### src/rtl/gpu_scan_pkg.sv
// Shared definitions for the frame scan sequencer: default frame geometry,
// FSM state encoding and the layer index type.
package gpu_scan_pkg;

  localparam int X_MAX_DEF      = 1920;
  localparam int Y_MAX_DEF      = 1080;
  localparam int NUM_LAYERS_DEF = 4;
  localparam int X_W_DEF        = 11;
  localparam int Y_W_DEF        = 11;
  localparam int L_W_DEF        = 2;

  typedef enum logic [0:0] {
    ST_IDLE = 1'b0,
    ST_REQ  = 1'b1
  } scan_state_e;

  typedef logic [L_W_DEF-1:0] layer_idx_t;

endpackage

### src/rtl/layer_next_sel.sv
// Combinational priority encoder over the layer mask: finds the lowest enabled
// layer and the next enabled layer strictly above the current one.
module layer_next_sel
  import gpu_scan_pkg::*;
#(
  parameter int NUM_LAYERS = NUM_LAYERS_DEF,
  parameter int L_W        = L_W_DEF
) (
  input  logic [NUM_LAYERS-1:0] mask,
  input  logic [L_W-1:0]        cur_layer,
  output logic [L_W-1:0]        next_layer,
  output logic                  has_next,
  output logic [L_W-1:0]        low_layer
);

  // Scan from the top down so the last hit seen is the closest one.
  always_comb begin
    next_layer = '0;
    has_next   = 1'b0;
    low_layer  = '0;
    for (int i = NUM_LAYERS - 1; i >= 0; i--) begin
      low_layer  = mask[i] ? L_W'(i) : low_layer;
      next_layer = (mask[i] && (i > int'(cur_layer))) ? L_W'(i) : next_layer;
      has_next   = has_next | (mask[i] && (i > int'(cur_layer)));
    end
  end

endmodule

### src/rtl/layer_scan_sequencer.sv
// Walks every pixel of the frame, issuing one request per enabled layer
// (lowest first) over valid/ready, and pulses pixel/line/frame completion.
module layer_scan_sequencer
  import gpu_scan_pkg::*;
#(
  parameter int X_MAX      = X_MAX_DEF,
  parameter int Y_MAX      = Y_MAX_DEF,
  parameter int NUM_LAYERS = NUM_LAYERS_DEF,
  parameter int X_W        = X_W_DEF,
  parameter int Y_W        = Y_W_DEF,
  parameter int L_W        = L_W_DEF
) (
  input  logic                  clk,
  input  logic                  reset,
  input  logic                  start,
  input  logic [NUM_LAYERS-1:0] layer_en,
  output logic                  req_valid,
  input  logic                  req_ready,
  output logic [L_W-1:0]        req_layer,
  output logic [X_W-1:0]        req_x,
  output logic [Y_W-1:0]        req_y,
  output logic                  pix_done,
  output logic                  line_done,
  output logic                  frame_done,
  output logic                  busy
);

  localparam logic [X_W-1:0] X_LAST = X_W'(X_MAX - 1);
  localparam logic [Y_W-1:0] Y_LAST = Y_W'(Y_MAX - 1);

  scan_state_e           state_q, state_d;
  logic [NUM_LAYERS-1:0] mask_q, mask_d;
  logic [L_W-1:0]        layer_q, layer_d;
  logic [X_W-1:0]        x_q, x_d;
  logic [Y_W-1:0]        y_q, y_d;
  logic                  valid_q, valid_d;
  logic                  busy_q, busy_d;
  logic                  pix_done_q, pix_done_d;
  logic                  line_done_q, line_done_d;
  logic                  frame_done_q, frame_done_d;

  logic [NUM_LAYERS-1:0] sel_mask_s;
  logic [L_W-1:0]        next_layer_s;
  logic [L_W-1:0]        low_layer_s;
  logic                  has_next_s;

  // While idle the encoder looks at the live mask so the first layer is ready at start.
  assign sel_mask_s = (state_q == ST_IDLE) ? layer_en : mask_q;

  layer_next_sel #(
    .NUM_LAYERS (NUM_LAYERS),
    .L_W        (L_W)
  ) u_layer_next_sel (
    .mask       (sel_mask_s),
    .cur_layer  (layer_q),
    .next_layer (next_layer_s),
    .has_next   (has_next_s),
    .low_layer  (low_layer_s)
  );

  // Next-state and output computation for the scan FSM.
  always_comb begin
    state_d      = state_q;
    mask_d       = mask_q;
    layer_d      = layer_q;
    x_d          = x_q;
    y_d          = y_q;
    valid_d      = valid_q;
    busy_d       = busy_q;
    pix_done_d   = 1'b0;
    line_done_d  = 1'b0;
    frame_done_d = 1'b0;

    case (state_q)
      ST_IDLE: begin
        if (start && (|layer_en)) begin
          mask_d  = layer_en;
          x_d     = '0;
          y_d     = '0;
          layer_d = low_layer_s;
          state_d = ST_REQ;
          valid_d = 1'b1;
          busy_d  = 1'b1;
        end else begin
          state_d = ST_IDLE;
        end
      end

      ST_REQ: begin
        if (req_ready) begin
          if (has_next_s) begin
            layer_d = next_layer_s;
          end else begin
            pix_done_d = 1'b1;
            layer_d    = low_layer_s;
            if (x_q < X_LAST) begin
              x_d = x_q + X_W'(1);
            end else begin
              x_d         = '0;
              line_done_d = 1'b1;
              if (y_q < Y_LAST) begin
                y_d = y_q + Y_W'(1);
              end else begin
                y_d          = '0;
                frame_done_d = 1'b1;
                state_d      = ST_IDLE;
                valid_d      = 1'b0;
                busy_d       = 1'b0;
              end
            end
          end
        end else begin
          state_d = ST_REQ;
        end
      end

      default: begin
        state_d = ST_IDLE;
        valid_d = 1'b0;
        busy_d  = 1'b0;
      end
    endcase
  end

  // State and output registers with synchronous active-low reset.
  always_ff @(posedge clk) begin
    if (!reset) begin
      state_q      <= ST_IDLE;
      mask_q       <= '0;
      layer_q      <= '0;
      x_q          <= '0;
      y_q          <= '0;
      valid_q      <= 1'b0;
      busy_q       <= 1'b0;
      pix_done_q   <= 1'b0;
      line_done_q  <= 1'b0;
      frame_done_q <= 1'b0;
    end else begin
      state_q      <= state_d;
      mask_q       <= mask_d;
      layer_q      <= layer_d;
      x_q          <= x_d;
      y_q          <= y_d;
      valid_q      <= valid_d;
      busy_q       <= busy_d;
      pix_done_q   <= pix_done_d;
      line_done_q  <= line_done_d;
      frame_done_q <= frame_done_d;
    end
  end

  assign req_valid  = valid_q;
  assign req_layer  = layer_q;
  assign req_x      = x_q;
  assign req_y      = y_q;
  assign pix_done   = pix_done_q;
  assign line_done  = line_done_q;
  assign frame_done = frame_done_q;
  assign busy       = busy_q;

endmodule

### config.mk
export PLATFORM = sky130hd
export DESIGN_NAME = layer_scan_sequencer
export DESIGN_NICKNAME = d
export VERILOG_FILES = /design/src/rtl/gpu_scan_pkg.sv /design/src/rtl/layer_next_sel.sv /design/src/rtl/layer_scan_sequencer.sv
export SDC_FILE = /design/constraint.sdc
export NUM_CORES = 1
export LEC_CHECK = 0
export CAP_MARGIN = 20
export CORE_UTILIZATION = 40
export CTS_BUF_LIST = sky130_fd_sc_hd__clkbuf_4 sky130_fd_sc_hd__clkbuf_8
export DETAILED_ROUTE_END_ITERATION = 8
export GPL_ROUTABILITY_DRIVEN = 0
export PLACE_DENSITY = 0.66
export SYNTH_ARGS = -nofsm -noshare
export SYNTH_HDL_FRONTEND = slang
export SYNTH_HIERARCHICAL = 1
export SYNTH_SLANG_ARGS = --single-unit
### constraint.sdc
create_clock -name clk -period 3 [get_ports clk]
set_input_delay 0.9 -clock clk [delete_from_list [all_inputs] [get_ports clk]]
set_output_delay 0.9 -clock clk [all_outputs]
set_load 0.02 [all_outputs]
==> results.md <==
* Setup TNS at 0 ns
* Total CTS buffers at 5
* Crit Path Class: in2reg
* Clock Path Buffers at 2
* Die Width at around 67 um
* Share of cells above drive strength 1 at approximately 15%
* Row count at 23
* PD cells at around 430 mW/mm^2
* Placed inst area at around 0.0021 mm^2
* Synth top area share at roughly 40%
* Pre-antenna DRT Iters at 4
* DRT iter0 DRCs at 88
* H-tree Lvls at 2
* Hold Vio Cnt, Final at 0
* Crit. End Element: flop
* Worst Setup Start Kind: input port
* Vias in the first global route at about 1400
* Post-synthesis cell type count at 39
* Layout net count at approximately 250
* Status: finished, final reports clean
* Worst slew pin tran at between 0.5 and 0.6 ns
* HPWL Detailed at around 2.8 mm
* Yosys top cell by area: dfxtp_1
* Hold buffers post-CTS at 0
* Fmax at 360 MHz
* Vias per cell at approximately 5.4
* Max_cap viols at 0
* Final Hold Slack at between 0.4 and 0.5 ns
* Final cycle utilization of the critical path at 92.7%
* CTS tree: built
* Crit path max fanout at 10
* Slowest Stage Delay on Critical Path at ~0.49 ns
* Final instance area at roughly 0.0022 mm^2
* Initial Util at 41.7%
* Setup repair bufs after CTS at 0
* Worst-Skew Late Latency at ~0.28 ns
* GRT Total Usage at 19.3%
* Part of the Yosys area used for sequential elements at ~40%
* Clock Root Buffer: clkbuf_8
* Largest net degree at the start of global routing at 14
* Post_cts resized at 0
* Avg Cell Area, Syn at ~9 um^2
* Final setup vio count at 0
* Worst EP arrival at ~3 ns
* Number of synthesized flops with an enable pin at 0
* Filler cells at 377
* Cell Chain, Critical Path: clkdlybuf4s50_1 -> mux2_2 -> nor2b_2 -> nor2_1 -> o22ai_1 -> o22ai_2 -> nand2_1 -> or3_1 -> o41ai_2
* Clock-pin slew on the worst setup and hold paths at roughly 0.060 ns
* WL final at 3.87 mm
* Final core occ at between 50% and 60%
* Post-synth ARST share at 0%
* Initial antenna violation count at 0
* Syn nets at 200
* Ys flop type: dfxtp_1
* Multi-input gate area at 936 um^2
* Die ar. at around 0.0044 mm^2
* Syn Inst Count at 190
* Die H at 66.6 um
* Max VDD drop at roughly 0.00025 V
* Final Critical Period at 2.78 ns
* Ant diodes at 0
* Core Box Area at between 0.004 and 0.005 mm^2
* YS warnings at 6
* Via Count at 1565
* Worst min-delay path category: reg2reg
* Gr ovfl total at 0
* RSZ-0062 raised after global routing: false
* Final slew viol count at 0
* Post-synthesis register bit count at 33
* Req. time, crit path at between 3 and 4 ns
* # clock sinks at 33
* Worst slew margin at between 60% and 70%
* WL per Instance at between 10 and 15 um
* Synth Cell Area at 0.00167 mm^2
* Area delta synth->final at 33.8%
* Worst Skew at roughly 0.004 ns
* Residual DRC count at 0
* CP max-delay cell: or3_1
* Synth top area cells: dfxtp_1, nor2_1, mux2i_1
* Register area at between 600 and 700 um^2
* IO buf count at 36
* Leakage at 0.826 nW
* First-pass GRT wire length at about 6.4 mm
* Post-route ant nets at 0
* I/O pins at 37
-- Yosys cell counts (7+ instances only) --
library cell and n:
a21oi_1 9, mux2i_1 7, nand3_1 10, o211ai_1 8, nand2_1 10, dfxtp_1 33, nor2_1 23, nand4_1 7
-- worst paths after layout --
path / start / endpoint / slack, ns / depth (start not counted)
max: layer_en[1] / req_y[6] / 0.22 / 9
min: mask_q[3] / mask_q[3] / 0.49 / 2
max reg2reg: state_q / req_y[6] / 0.50 / 8
min reg2reg: mask_q[3] / mask_q[3] / 0.49 / 2
-- cells by family (layout without fill, tap and decap cells) --
group           after synthesis  count (layout)  synth area share [%]
xor+xnor                      6               6                  3.15
fa+ha+maj                     2               2                  1.50
simple gates                 75              75                  23.3
mux                          13              13                  8.26
buf+inv                      15              64                  4.20
compound gates               46              46                  19.9
flops                        33              33                  39.6
-- layout by cell type (no fill, tap or decap), types with 2 or more instances in the layout --
cell type	count
nand2b_1	4
a31oi_1	5
clkdlybuf4s50_1	36
dfxtp_1	33
xor2_1	4
xnor2_1	2
o41ai_2	2
nand3_1	10
o31ai_1	6
clkinv_2	2
clkbuf_8	5
o211ai_1	8
nand2_1	10
inv_1	6
a21oi_1	9
o21ai_1	2
nand4_1	7
and2b_1	2
ha_1	2
o22ai_1	3
mux2i_1	7
o21ai_0	6
nor2_1	23
and3_1	5
and4_1	2
buf_4	13
nor2b_1	2
mux2_2	6
or3_1	6
-- worst max-delay path: cells and delay by family --
kind	cells	cell delay, ns
multiplexers	1	0.27
buffers and inverters	1	0.41
AND/OR/NAND/NOR	4	0.81
AO/OA/AOI/OAI	3	0.56
-- routing by layer --
layer	global-route usage, %	wire [um]
met4	7.45	59
met3	5.65	174
met2	31.4	1770
met1	23.6	1860
met5	0	0
-- per-stage QoR --
step	cells	power, mW	setup slack (ns)
floorplan	190	0.579	0.295
global placement	281	0.645	-0.0114
detailed placement	281	0.647	-0.0678
CTS	289	0.975	0.230
global route	289	1.02	0.117
finish	289	0.960	0.219
-- power breakdown --
group	switching [mW]	leakage (nW)	internal (mW)
logic	0.0827	0.510	0.0874
registers	0.0168	0.267	0.450
clock network	0.153	0.0484	0.169
-- registers in the layout, indices dropped and copies added, names as in the netlist --
register,cells
pix_done,1
state_q,1
mask_q,4
busy,1
frame_done,1
req_x,11
req_layer,2
line_done,1
req_y,11
-- cell type report --
cell class	instances	share of cell area (%)
Clock inverter	2	0.449
Tap cell	50	2.81
Multi-Input combinational cell	142	42.0
Timing Repair Buffer	49	20.5
Sequential cell	33	29.6
Inverter	7	1.18
Clock buffer	6	3.42
Power figures use the tool's default switching activity.
